## config.mk

```make
export PLATFORM = sky130hd
export DESIGN_NAME = conv_input_streamer_flat
export DESIGN_NICKNAME = d
export VERILOG_FILES = /design/src/rtl/conv_input_streamer_if.sv /design/src/rtl/conv_input_streamer.sv /design/src/flat_wrapper.sv
export SDC_FILE = /design/constraint.sdc
export NUM_CORES = 1
export LEC_CHECK = 0
export ABC_CLOCK_PERIOD_IN_PS = 3400
export CAP_MARGIN = 20
export CORE_MARGIN = 1.5
export CORE_UTILIZATION = 55
export DETAILED_ROUTE_END_ITERATION = 10
export GPL_TIMING_DRIVEN = 0
export PLACE_DENSITY = 0.93
export SYNTH_ARGS = -nofsm -noshare
export SYNTH_HDL_FRONTEND = slang
export SYNTH_SLANG_ARGS = --single-unit
```

## constraint.sdc

```tcl
create_clock -name clk -period 3.4 [get_ports clk]
set_clock_uncertainty 0.15 [all_clocks]
set_input_delay 0.68 -clock clk [delete_from_list [all_inputs] [get_ports clk]]
set_output_delay 0.68 -clock clk [all_outputs]
set_load 0.02 [all_outputs]
```

## src/rtl/conv_input_streamer_if.sv

```systemverilog
// Operand-pair stream towards top_chip: one {a_input, b_input} pair per valid/ready beat.
interface conv_input_streamer_if #(
  parameter int unsigned IO_DATA_WIDTH = 16
);
  logic [IO_DATA_WIDTH-1:0] a_input;
  logic [IO_DATA_WIDTH-1:0] b_input;
  logic                     a_valid;
  logic                     a_ready;

  modport master (
    output a_input,
    output b_input,
    output a_valid,
    input  a_ready
  );

  modport slave (
    input  a_input,
    input  b_input,
    input  a_valid,
    output a_ready
  );
endinterface

```

## src/rtl/conv_input_streamer.sv

```systemverilog
// Reads feature/kernel pairs from external memory and streams them to the chip through a
// 3-entry buffer, issuing reads from registered credit so a_ready never reaches mem_re.
module conv_input_streamer #(
  parameter int unsigned IO_DATA_WIDTH = 16,
  parameter int unsigned ADDR_WIDTH    = 20,
  parameter int unsigned FIFO_DEPTH    = 3
) (
  input  logic                     clk,
  input  logic                     arst_n_in,
  input  logic                     start,
  input  logic [ADDR_WIDTH:0]      nb_words,
  output logic                     mem_re,
  output logic [ADDR_WIDTH-1:0]    mem_addr,
  input  logic [IO_DATA_WIDTH-1:0] mem_a_rdata,
  input  logic [IO_DATA_WIDTH-1:0] mem_b_rdata,
  conv_input_streamer_if.master    chip_if,
  output logic                     running,
  output logic                     done,
  output logic [ADDR_WIDTH:0]      words_sent
);

  typedef enum logic [0:0] {StIdle, StStream} state_e;

  state_e                       state_q, state_d;
  logic [ADDR_WIDTH:0]          nb_q, nb_d;
  logic [ADDR_WIDTH:0]          issued_q, issued_d;
  logic [ADDR_WIDTH:0]          words_sent_q, words_sent_d;
  logic [ADDR_WIDTH:0]          words_sent_inc;
  logic                         done_q, done_d;
  logic                         inflight_q;
  logic [1:0]                   count_q, count_d;
  logic [1:0]                   wr_ptr_q, rd_ptr_q;
  logic [2*IO_DATA_WIDTH-1:0]   fifo_q [FIFO_DEPTH];
  logic [2:0]                   credit_used;
  logic                         issue, push, pop;

  // Buffered entries plus the read still in flight must fit in the buffer.
  assign credit_used    = {1'b0, count_q} + {2'b00, inflight_q};
  assign issue          = (state_q == StStream) && (issued_q < nb_q) &&
                          (credit_used < 3'(FIFO_DEPTH));
  assign push           = inflight_q;
  assign pop            = chip_if.a_valid && chip_if.a_ready;
  assign words_sent_inc = words_sent_q + 1'b1;

  assign mem_re          = issue;
  assign mem_addr        = issue ? issued_q[ADDR_WIDTH-1:0] : '0;
  assign chip_if.a_valid = (count_q != 2'd0);
  assign chip_if.a_input = fifo_q[rd_ptr_q][2*IO_DATA_WIDTH-1:IO_DATA_WIDTH];
  assign chip_if.b_input = fifo_q[rd_ptr_q][IO_DATA_WIDTH-1:0];
  assign running         = (state_q == StStream);
  assign done            = done_q;
  assign words_sent      = words_sent_q;

  always_comb begin
    state_d      = state_q;
    nb_d         = nb_q;
    issued_d     = issued_q;
    words_sent_d = words_sent_q;
    done_d       = 1'b0;
    unique case (state_q)
      StIdle: begin
        if (start) begin
          words_sent_d = '0;
          if (nb_words != '0) begin
            nb_d     = nb_words;
            issued_d = '0;
            state_d  = StStream;
          end else begin
            done_d = 1'b1;
          end
        end
      end
      StStream: begin
        if (issue) issued_d = issued_q + 1'b1;
        if (pop && (words_sent_q != nb_q)) words_sent_d = words_sent_inc;
        if (pop && (words_sent_inc == nb_q)) begin
          done_d  = 1'b1;
          state_d = StIdle;
        end
      end
      default: state_d = StIdle;
    endcase
  end

  always_comb begin
    count_d = count_q;
    unique case ({push, pop})
      2'b10:   count_d = count_q + 2'd1;
      2'b01:   count_d = count_q - 2'd1;
      default: count_d = count_q;
    endcase
  end

  always_ff @(posedge clk or negedge arst_n_in) begin
    if (!arst_n_in) begin
      state_q      <= StIdle;
      nb_q         <= '0;
      issued_q     <= '0;
      words_sent_q <= '0;
      done_q       <= 1'b0;
      inflight_q   <= 1'b0;
      count_q      <= '0;
      wr_ptr_q     <= '0;
      rd_ptr_q     <= '0;
      for (int i = 0; i < int'(FIFO_DEPTH); i++) fifo_q[i] <= '0;
    end else begin
      state_q      <= state_d;
      nb_q         <= nb_d;
      issued_q     <= issued_d;
      words_sent_q <= words_sent_d;
      done_q       <= done_d;
      inflight_q   <= issue;
      count_q      <= count_d;
      if (push) begin
        fifo_q[wr_ptr_q] <= {mem_a_rdata, mem_b_rdata};
        wr_ptr_q         <= (wr_ptr_q == 2'(FIFO_DEPTH - 1)) ? 2'd0 : wr_ptr_q + 2'd1;
      end
      if (pop) begin
        rd_ptr_q <= (rd_ptr_q == 2'(FIFO_DEPTH - 1)) ? 2'd0 : rd_ptr_q + 2'd1;
      end
    end
  end

endmodule

```

## src/flat_wrapper.sv

```systemverilog
// flat-port wrapper written by rule: the top's interface ports become plain ports
module conv_input_streamer_flat 
#(
  parameter int unsigned IO_DATA_WIDTH = 16,
  parameter int unsigned ADDR_WIDTH    = 20,
  parameter int unsigned FIFO_DEPTH    = 3
)
  (clk, arst_n_in, start, nb_words, mem_re, mem_addr, mem_a_rdata, mem_b_rdata, running, done, words_sent, chip_if_a_input, chip_if_b_input, chip_if_a_valid, chip_if_a_ready);
  conv_input_streamer_if #(.IO_DATA_WIDTH(IO_DATA_WIDTH)) chip_if_i ();
  input  logic clk;
  input  logic arst_n_in;
  input  logic start;
  input  logic [ADDR_WIDTH:0] nb_words;
  output logic mem_re;
  output logic [ADDR_WIDTH-1:0] mem_addr;
  input  logic [IO_DATA_WIDTH-1:0] mem_a_rdata;
  input  logic [IO_DATA_WIDTH-1:0] mem_b_rdata;
  output logic running;
  output logic done;
  output logic [ADDR_WIDTH:0] words_sent;
  output wire logic [$bits(chip_if_i.a_input)-1:0] chip_if_a_input;
  output wire logic [$bits(chip_if_i.b_input)-1:0] chip_if_b_input;
  output wire logic [$bits(chip_if_i.a_valid)-1:0] chip_if_a_valid;
  input wire logic [$bits(chip_if_i.a_ready)-1:0] chip_if_a_ready;
  assign chip_if_a_input = chip_if_i.a_input;
  assign chip_if_b_input = chip_if_i.b_input;
  assign chip_if_a_valid = chip_if_i.a_valid;
  assign chip_if_i.a_ready = chip_if_a_ready;
  conv_input_streamer #(.IO_DATA_WIDTH(IO_DATA_WIDTH), .ADDR_WIDTH(ADDR_WIDTH), .FIFO_DEPTH(FIFO_DEPTH)) u_core (.clk(clk), .arst_n_in(arst_n_in), .start(start), .nb_words(nb_words), .mem_re(mem_re), .mem_addr(mem_addr), .mem_a_rdata(mem_a_rdata), .mem_b_rdata(mem_b_rdata), .chip_if(chip_if_i), .running(running), .done(done), .words_sent(words_sent));
endmodule
```

==> impl_metrics.py, run 1 <==
metrics = {
    "status": {
        "run_status": "complete, but fails checks",
        "violated_checks": "setup timing",
    },
    "synthesis": {
        "synth_top_cells_by_area": "dfrtp_1 46%, mux2_2 12%, mux2i_1 4.1%",
        "proportion_of_synthesized_chip_area_in_sequential_cells_pct": 45.7,
        "yosys_warnings": 0,
        "syn_inst": 899,
        "postSynth.topFlopCell": "dfrtp_1",
        "edff_count_synth": 0,
        "synth.largest_area_cell": "dfrtp_1",
        "synth_area_um2": 9200,
        "post_synth_num_cell_types": 62,
        "async_set_or_reset_flop_fraction_in_the_synthesized_netlist_pct": 100,
        "synth_top_area_share_pct": 45.7,
        "synthesis.nets": 981,
        "ys_seq_elements": 168,
        "syn_area_per_cell_um2": 10.2,
    },
    "grt": {
        "antenna_found_initial": 0,
        "vias_in_the_first_global_route": 8225,
        "global_route_congestion_overflow_total": 0,
        "first_pass_grt_wire_length_um": 42300,
        "grt_max_degree": 122,
        "globalRouteTotalUtil_pct": 30.7,
    },
    "sta": {
        "fin_hold_ws_ps": 356,
        "setup_violations": 2,
        "final_hold_viol_count": 0,
        "fin_ws_ps": -34.6,
        "slew_violations": 0,
        "unrepaired_setup_endpoints_after_global_routing": "yes",
        "fin_crit_sh_pct": 101,
        "period_needed_ps": 3430,
        "timing.slew.headroom_pct": 26.4,
        "worst-slew-pin-transition_ps": 1100,
        "fin_tns_setup_ps": -68.8,
        "fmaxAchievable_ghz": 0.291,
    },
    "pwr": {
        "vdd_drop_max_uv": 1080,
        "p_seq_share_pct": 30.8,
        "cell_internal_power_uw": 6490,
        "p_leak_uw": 0.00508,
        "swShare_pct": 40.9,
        "total_net_switching_power_uw": 4500,
        "power_density_nw_per_um2": 910,
        "clkPwrFrac_pct": 18.4,
        "power.combinational.fraction_pct": 50.8,
    },
    "detailed_routing": {
        "num_vias": 8326,
        "avg_vias_per_cell": 6.31,
        "drt_drc_violations_left": 0,
        "postRouteAntennaNets": 0,
        "detailedRoute.firstPassIterationCount": 7,
        "detail_route.iter0.violations": 954,
        "routedWlPerCell_um": 20.8,
        "drt-total-wl_um": 27400,
    },
    "worst_hold_path": {
        "hold_start": "u_core.fifo_q[6]$_DFFE_PN0P_",
        "timing.hold.worst.class": "reg2reg",
    },
    "clock_tree": {
        "clk_latency_ps": 450,
        "cts_tree": "built",
        "clk_pin_slew_worst_paths_ps": 70,
        "clk_root_buffer_cell": "clkbuf_16",
        "numCtsBuffers": 17,
        "clock_tree.htree_level_count": 4,
        "cts.sinks": 168,
        "clock_tree_buffer_depth": 2,
    },
    "finish": {
        "layout-drive-gt1-share_pct": 25.4,
        "syn2layout_area_growth_pct": 31.2,
        "antennaDiodeCount": 0,
        "fillCellCount": 1068,
        "nets": 1169,
        "instances_no_fill": 1320,
        "regArea_um2": 4220,
        "multiInputGateArea_um2": 4860,
        "design_area_um2": 12100,
    },
    "die": {
        "die_x_um": 132,
        "initial_utilization_pct": 55.9,
        "core.rowCount": 47,
        "core_region_area_um2": 16500,
        "die_area_um2": 17500,
        "die_height_um": 132,
        "io_pins": 134,
    },
    "placed_design": {
        "place_area_um2": 10800,
        "cell_count_after_placement": 1253,
        "gp_routability_congestion": 0.970,
        "place_ws_ps": -625,
        "io_buffers": 133,
        "place.detailed.hpwl_um": 17900,
    },
    "job": {
        "number_of_violations_of_the_max_capacitance_limit": 0,
    },
    "worst_setup_path": {
        "worstPathMaxFanout": 5,
        "critPathArrivalTime_ps": 2600,
        "path_class": "reg2out",
        "crit_required_ps": 2570,
        "cp-startpoint": "u_core.nb_q[17]$_DFFE_PN0P_",
        "start_of_the_worst_register_to_register_path": "u_core.words_sent[0]$_DFFE_PN0P_",
        "timing.critical_path.to_type": "output port",
        "cp-start-kind": "flip-flop",
    },
}
-- sequential cells by signal, summed over array words and instances (netlist names) --
signal	count
u_core.fifo_q	96
u_core.issued_q	21
u_core.nb_q	21
u_core.words_sent	21
u_core.count_q	2
u_core.rd_ptr_q	2
u_core.wr_ptr_q	2
u_core.done	1
u_core.inflight_q	1
u_core.running	1
-- cell type report --
type | count | area share, %
repair buffers | 172 | 13.8
flip-flops and latches | 168 | 35.0
clock buffers | 17 | 3.53
plain buffers | 53 | 2.33
inverters | 33 | 1.04
multi-input cells | 642 | 40.2
well taps | 220 | 2.28
clock inverters | 15 | 1.84
-- placed cells by master, fill, tap and decap left out, types with 17 or more instances in the layout --
| cell | count |
|---|---|
| nand3_1 | 28 |
| clkbuf_1 | 23 |
| buf_4 | 40 |
| clkdlybuf4s50_1 | 108 |
| a21oi_1 | 23 |
| nand2_1 | 99 |
| nor3_1 | 17 |
| dfrtp_1 | 156 |
| o21ai_0 | 69 |
| ha_1 | 22 |
| inv_1 | 30 |
| clkbuf_16 | 17 |
| buf_6 | 22 |
| mux2_2 | 99 |
| xnor2_1 | 25 |
| mux2i_1 | 38 |
| nor2_1 | 21 |
-- per-layer routing --
metal | GRT usage [%] | vias up | routed length [um]
li1 | - | 3685 | -
met1 | 40.1 | 4067 | 10800
met2 | 51.0 | 484 | 13400
met3 | 5.77 | 90 | 2270
met4 | 11.6 | 0 | 928
met5 | 0 | - | 0
-- what timing repair did --
item / in CTS / in global routing
buffers inserted: 18 / 17
pin swaps: 10 / 12
endpoints found under the hold margin: 39 / 0
hold buffers: 1 / 0
resized for setup: 143 / 73
endpoints found under the setup margin: 50 / 46
gates cloned: 0 / 2
-- power groups by stage --
stage	sequential, uW	clock (uW)	combinational (uW)
after floorplan	3220	0	3160
after global placement	3310	0	4710
after detailed placement	3390	0	4880
after CTS	3330	2040	5100
after global routing	3460	2120	5950
final	3380	2020	5580
-- cell usage after synthesis, types with 13 or more instances --
library cell and instances:
clkbuf_1 33, nand3_1 29, nand2_1 100, dfrtp_1 168
or4_1 13, nor4_1 15, and3_1 28, mux2_2 99
o21ai_0 69, nor3_1 21, buf_2 13, o31ai_1 13
xnor2_1 25, inv_1 32, ha_1 25, nor2_1 21
a21oi_1 25, mux2i_1 38
-- worst max-delay path: stages, from the launching register on --
cell     delay [ps]
dfrtp_1         360
inv_1            80
ha_1            310
nand4_1         160
nor3_4          330
nand2_2         130
o221a_4         320
buf_6           140
and3_1          180
buf_2           160
-- final timing paths --
check | end | slack [ps] | depth (start not counted)
setup / recovery | mem_addr[12] | -30 | 9
min in group asynchronous | u_core.fifo_q[10]$_DFFE_PN0P_ | 590 | 2
max in group asynchronous | u_core.issued_q[20]$_DFFE_PN0P_ | 1550 | 3
hold reg to reg | u_core.fifo_q[6]$_DFFE_PN0P_ | 360 | 1
hold / removal | u_core.fifo_q[6]$_DFFE_PN0P_ | 360 | 1
setup reg to reg | u_core.done$_DFF_PN0_ | 440 | 7
-- kinds of logic after synthesis --
| group | synth area share, % |
|---|---|
| muxes | 16.3 |
| and+or+nand+nor | 16.1 |
| DFF | 45.7 |
| AOI/OAI and AO/OA | 11.5 |
| xor gates and xnor gates | 3.14 |
| buffers and inverters | 3.92 |
| adders and majority gates | 3.40 |
-- through the flow --
stage	utilization (%)	power, uW
after floorplan	-	6380
after CTS	71.0	10500
final	73.3	11000
after global routing	73.3	11500
after global placement	65.6	8020
after detailed placement	65.8	8270
Note: power is estimated with default switching activity, not from simulation.
==> run 2, diff against run 1 <==
--- a/config.mk
+++ b/config.mk
@@ -9,9 +9,11 @@
 export CAP_MARGIN = 20
 export CORE_MARGIN = 1.5
 export CORE_UTILIZATION = 55
+export CTS_CLUSTER_DIAMETER = 30
 export DETAILED_ROUTE_END_ITERATION = 10
 export GPL_TIMING_DRIVEN = 0
 export PLACE_DENSITY = 0.93
+export SKIP_CTS_REPAIR_TIMING = 1
 export SYNTH_ARGS = -nofsm -noshare
 export SYNTH_HDL_FRONTEND = slang
 export SYNTH_SLANG_ARGS = --single-unit
==> impl_metrics.py, run 2 (same netlist as run 1, synthesis figures left out) <==
metrics = {
    "status": {
        "run_status": "complete, but fails checks",
        "violated_checks": "hold timing, setup timing",
    },
    "die": {
        "die_x_um": 132,
        "initial_utilization_pct": 55.9,
        "die_height_um": 132,
        "io_pins": 134,
        "core.rowCount": 47,
        "die_area_um2": 17500,
        "core_region_area_um2": 16500,
    },
    "clock_tree": {
        "clock_tree.htree_level_count": 4,
        "cts.sinks": 168,
        "clk_root_buffer_cell": "clkbuf_16",
        "numCtsBuffers": 17,
        "cts_tree": "built",
        "clock_tree_buffer_depth": 2,
        "clk_latency_ps": 450,
        "clk_pin_slew_worst_paths_ps": 70,
    },
    "grt": {
        "global_route_congestion_overflow_total": 0,
        "vias_in_the_first_global_route": 7978,
        "first_pass_grt_wire_length_um": 40800,
        "globalRouteTotalUtil_pct": 29.4,
        "grt_max_degree": 122,
        "antenna_found_initial": 0,
    },
    "sta": {
        "timing.slew.headroom_pct": 27.1,
        "fin_crit_sh_pct": 104,
        "fin_ws_ps": -143,
        "slew_violations": 0,
        "fin_tns_setup_ps": -1980,
        "setup_violations": 20,
        "unrepaired_setup_endpoints_after_global_routing": "yes",
        "period_needed_ps": 3540,
        "worst-slew-pin-transition_ps": 1080,
        "fmaxAchievable_ghz": 0.282,
        "final_hold_viol_count": 30,
        "fin_hold_ws_ps": -12.5,
    },
    "worst_setup_path": {
        "critPathArrivalTime_ps": 2710,
        "timing.critical_path.to_type": "output port",
        "worstPathMaxFanout": 10,
        "crit_family": "compound AO/OA/AOI/OAI gates",
        "path_class": "reg2out",
        "crit_required_ps": 2570,
        "critical_path_cell_by_cell": "ha_1, ha_1, a22oi_1, o211ai_1, a21o_1, buf_6, buf_6, nor3_4, buf_6",
        "cp_num_buf_inv": 3,
        "cp-start-kind": "flip-flop",
        "worst_path_max_delay_cell": "dfrtp_1",
        "cell_with_the_most_instances_on_the_worst_path": "buf_6",
        "critPathMaxStageDelay_ps": 400,
    },
    "finish": {
        "regArea_um2": 4220,
        "fillCellCount": 1066,
        "layout-drive-gt1-share_pct": 25.8,
        "largest-register": "u_core.fifo_q",
        "syn2layout_area_growth_pct": 31.5,
        "layout_common_cells": "155 x dfrtp_1, 111 x clkdlybuf4s50_1, 99 x mux2_2, 98 x nand2_1, 69 x o21ai_0",
        "final_common_cell": "dfrtp_1",
        "antennaDiodeCount": 0,
        "largest_register_ffs": 96,
        "multiInputGateArea_um2": 4870,
        "nets": 1168,
    },
    "job": {
        "number_of_violations_of_the_max_capacitance_limit": 0,
    },
    "placed_design": {
        "gp_routability_congestion": 0.970,
        "place_ws_ps": -625,
        "place.detailed.hpwl_um": 17900,
        "io_buffers": 133,
    },
    "detailed_routing": {
        "detailedRoute.firstPassIterationCount": 6,
        "postRouteAntennaNets": 0,
        "num_vias": 8288,
        "drt-total-wl_um": 27400,
        "detail_route.iter0.violations": 766,
        "avg_vias_per_cell": 6.28,
        "drt_drc_violations_left": 0,
        "routedWlPerCell_um": 20.7,
    },
    "pwr": {
        "p_leak_uw": 0.00505,
        "power_density_nw_per_um2": 911,
        "vdd_drop_max_uv": 781,
    },
    "worst_hold_path": {
        "timing.hold.worst.class": "in2async",
    },
}
==> run 2: metrics by stage <==
step | utilization, % | hold slack (ps) | cell area, um2 | instances | power, uW
final | 73.4 | -12.5 | 12100 | 1319 | 11000
after global routing | 73.4 | 7.51 | 12100 | 1319 | 11600
after CTS | 69.7 | -12.5 | 11500 | 1285 | 10300
after detailed placement | 65.8 | 343 | 10800 | 1253 | 8270
after global placement | 65.6 | 329 | 10800 | 1252 | 8020
after floorplan | - | 234 | 9200 | 899 | 6380
==> run 2: power breakdown <==
| group | leakage [uW] | total, uW | internal (uW) | switching, uW |
|---|---|---|---|---|
| logic | 0.00271 | 5610 | 2700 | 2910 |
| clock network | 0.000306 | 2020 | 1020 | 1000 |
| registers | 0.00203 | 3380 | 2800 | 582 |
==> run 2: layout make-up <==
class,count,share of cell area [%]
buffer,55,2.45
clock buffer,17,3.52
clock inverter,15,1.83
inverter,33,1.06
multi-input combinational,642,40.3
sequential,168,34.9
tap,220,2.28
timing repair buffer,169,13.7
==> run 2: worst paths after layout <==
kind / startpoint / end / slack (ps) / cells past startpoint
worst min-delay path: arst_n_in / u_core.fifo_q[10]$_DFFE_PN0P_ / -10 / 1
worst min register to register: u_core.fifo_q[6]$_DFFE_PN0P_ / u_core.fifo_q[6]$_DFFE_PN0P_ / 360 / 1
worst max register to register: u_core.words_sent[1]$_DFFE_PN0P_ / u_core.done$_DFF_PN0_ / 440 / 7
worst max-delay path: u_core.count_q[0]$_DFFE_PN0P_ / mem_addr[13] / -140 / 9
min in group clk: u_core.fifo_q[6]$_DFFE_PN0P_ / u_core.fifo_q[6]$_DFFE_PN0P_ / 360 / 1
max in group asynchronous: arst_n_in / u_core.issued_q[19]$_DFFE_PN0P_ / 2170 / 2
==> run 2: routing by layer <==
| layer | up-vias | wire [um] | GRT usage, % |
|---|---|---|---|
| met4 | 0 | 872 | 10.4 |
| met2 | 451 | 13400 | 48.3 |
| li1 | 3675 | - | - |
| met5 | - | 0 | 0 |
| met3 | 80 | 2220 | 5.31 |
| met1 | 4082 | 10900 | 39.6 |
==> run 3, diff against run 2 <==
--- a/config.mk
+++ b/config.mk
@@ -5,6 +5,7 @@
 export SDC_FILE = /design/constraint.sdc
 export NUM_CORES = 1
 export LEC_CHECK = 0
+export ABC_AREA = 1
 export ABC_CLOCK_PERIOD_IN_PS = 3400
 export CAP_MARGIN = 20
 export CORE_MARGIN = 1.5
@@ -12,7 +13,7 @@
 export CTS_CLUSTER_DIAMETER = 30
 export DETAILED_ROUTE_END_ITERATION = 10
 export GPL_TIMING_DRIVEN = 0
-export PLACE_DENSITY = 0.93
+export PLACE_DENSITY = 0.92
 export SKIP_CTS_REPAIR_TIMING = 1
 export SYNTH_ARGS = -nofsm -noshare
 export SYNTH_HDL_FRONTEND = slang
==> impl_metrics.py, run 3 <==
metrics = {
    "status": {
        "run_status": "complete, but fails checks",
        "violated_checks": "hold timing",
    },
    "clock_tree": {
        "cts.sinks": 168,
        "clock_tree.htree_level_count": 4,
        "clk_root_buffer_cell": "clkbuf_16",
        "clk_pin_slew_worst_paths_ps": 70,
        "cts_tree": "built",
        "clk_latency_ps": 440,
        "clock_tree_buffer_depth": 2,
        "numCtsBuffers": 17,
    },
    "worst_setup_path": {
        "critPathArrivalTime_ps": 2450,
        "critical_path_cell_by_cell": "inv_1, ha_1, a211o_1, nor3_2, nand3_2, buf_4, nor2_1, buf_2",
        "timing.critical_path.to_type": "output port",
        "ff2ff_setup_slack_ps": 820,
        "critPathMaxStageDelay_ps": 450,
        "path_class": "reg2out",
        "crit_required_ps": 2570,
        "worst_path_max_delay_cell": "dfrtp_1",
        "worstPathMaxFanout": 10,
        "cp-start-kind": "flip-flop",
    },
    "die": {
        "die_height_um": 134,
        "die_x_um": 134,
        "die_area_um2": 18000,
        "io_pins": 134,
        "initial_utilization_pct": 56.7,
        "core_region_area_um2": 16700,
        "core.rowCount": 47,
    },
    "detailed_routing": {
        "routedWlPerCell_um": 16.8,
        "avg_vias_per_cell": 5.71,
        "postRouteAntennaNets": 0,
        "drt-total-wl_um": 27800,
        "detailedRoute.firstPassIterationCount": 7,
        "detail_route.iter0.violations": 1097,
        "drt_drc_violations_left": 0,
        "num_vias": 9465,
    },
    "finish": {
        "nets": 1507,
        "multiInputGateArea_um2": 4550,
        "fillCellCount": 1309,
        "layout_common_cells": "344 x nand2_1, 166 x dfrtp_1, 129 x nand3_1, 128 x nor2_1, 125 x inv_1",
        "regArea_um2": 4210,
        "layout-drive-gt1-share_pct": 7.72,
        "antennaDiodeCount": 0,
        "largest_register_ffs": 96,
        "largest-register": "u_core.fifo_q",
        "final_common_cell": "nand2_1",
        "syn2layout_area_growth_pct": 23.0,
        "design_area_um2": 11600,
    },
    "grt": {
        "groute.layer.met2.usage_pct": 49.9,
        "global_route_congestion_overflow_total": 0,
        "antenna_found_initial": 0,
        "globalRouteTotalUtil_pct": 31.4,
        "vias_in_the_first_global_route": 9024,
        "first_pass_grt_wire_length_um": 44400,
        "grt-busiest-layer": "met2",
        "grt_max_degree": 117,
        "grtUsageMet3_pct": 6.80,
        "grtUsageMet1_pct": 42.2,
    },
    "placed_design": {
        "place_area_um2": 11100,
        "place.detailed.hpwl_um": 19900,
        "io_buffers": 133,
        "gp_routability_congestion": 0.966,
    },
    "synthesis": {
        "edff_count_synth": 0,
        "yosys_warnings": 0,
        "ys_seq_elements": 168,
        "synth.largest_area_cell": "dfrtp_1",
        "synth_area_um2": 9470,
        "synth_top_cells_by_area": "dfrtp_1 44%, nand2_1 14%, nand3_1 6.9%",
        "proportion_of_synthesized_chip_area_in_sequential_cells_pct": 44.4,
        "postSynth.topFlopCell": "dfrtp_1",
        "synth_most_common_cell": "nand2_1",
        "ys_top_cells_by_count": "344 x nand2_1, 168 x dfrtp_1, 131 x nor2_1, 130 x nand3_1, 126 x inv_1",
        "syn_area_per_cell_um2": 7.46,
        "syn_inst": 1270,
        "synthesis.nets": 1352,
        "post_synth_num_cell_types": 37,
        "synth_top_area_share_pct": 44.4,
        "async_set_or_reset_flop_fraction_in_the_synthesized_netlist_pct": 100,
    },
    "sta": {
        "setup_violations": 0,
        "fin_crit_sh_pct": 96.4,
        "final_hold_viol_count": 5,
        "fin_hold_ws_ps": -20.8,
        "worst-slew-pin-transition_ps": 619,
        "timing.slew.headroom_pct": 58.7,
        "slew_violations": 0,
        "fmaxAchievable_ghz": 0.305,
        "unrepaired_setup_endpoints_after_global_routing": "no",
        "fin_tns_setup_ps": 0,
        "period_needed_ps": 3280,
    },
    "worst_hold_path": {
        "timing.hold.worst.class": "in2async",
    },
    "job": {
        "number_of_violations_of_the_max_capacitance_limit": 0,
    },
    "pwr": {
        "power_uw": 10300,
        "p_leak_uw": 0.00564,
        "power_density_nw_per_um2": 884,
        "vdd_drop_max_uv": 557,
    },
}
-- run 3: stage by stage --
| stage | instances | setup slack (ps) | hold WS (ps) | utilization (%) |
|---|---|---|---|---|
| final | 1657 | 122 | -20.8 | 69.7 |
| after global routing | 1657 | 5.40 | 14.2 | 69.7 |
| after CTS | 1655 | -502 | 4.63 | 69.9 |
| after detailed placement | 1624 | -40.1 | 323 | 66.5 |
| after global placement | 1623 | -5240 | 315 | 66.3 |
| after floorplan | 1270 | 673 | 234 | - |
-- run 3: cells by family (layout without fill, tap and decap cells) --
kind of cell | count (synthesis) | in the layout | share of synthesized area, %
adder cells (fa/ha/maj) | 25 | 25 | 3.30
XOR/XNOR | 49 | 49 | 4.53
multiplexers | 1 | 1 | 0.119
AO/OA/AOI/OAI | 162 | 162 | 8.89
buffers and inverters | 188 | 355 | 7.93
AND/OR/NAND/NOR | 677 | 677 | 30.8
flip-flops | 168 | 168 | 44.4
-- run 3: worst max-delay path, delay by kind of cell (launching register included) --
family                     cells  cell delay (ps)
adders and majority gates      1              320
AOI/OAI and AO/OA              1              310
buffers and inverters          3              460
DFF                            1              450
and+or+nand+nor                3              460
-- run 3: worst paths after layout --
kind                                                       start                             end  cells past startpoint
max in group asynchronous                              arst_n_in   u_core.fifo_q[41]$_DFFE_PN0P_                      2
worst max-delay path                 u_core.nb_q[20]$_DFFE_PN0P_                    mem_addr[12]                      8
worst min register to register     u_core.fifo_q[69]$_DFFE_PN0P_   u_core.fifo_q[69]$_DFFE_PN0P_                      2
worst max register to register  u_core.words_sent[0]$_DFFE_PN0P_        u_core.running$_DFF_PN0_                     13
min in group clk                   u_core.fifo_q[69]$_DFFE_PN0P_   u_core.fifo_q[69]$_DFFE_PN0P_                      2
worst min-delay path                                   arst_n_in  u_core.issued_q[6]$_DFFE_PN0P_                      1
-- run 3: cell type report --
cell class	instances	share of cell area [%]
plain buffers	58	2.42
clock buffers	18	3.77
clock inverters	13	1.03
inverters	129	4.16
multi-input cells	914	39.0
flip-flops and latches	168	36.1
well taps	220	2.36
repair buffers	137	11.1
-- run 3: per-layer routing --
metal / wire, um / share of wire, %
met5: 0 / 0
met4: 773 / 2.8
met1: 11200 / 40
met2: 13300 / 48
met3: 2540 / 9.1
-- run 3: power breakdown --
group          internal [uW]  switching (uW)
clock network           1030             837
logic                   1920            3090
registers               2800             628
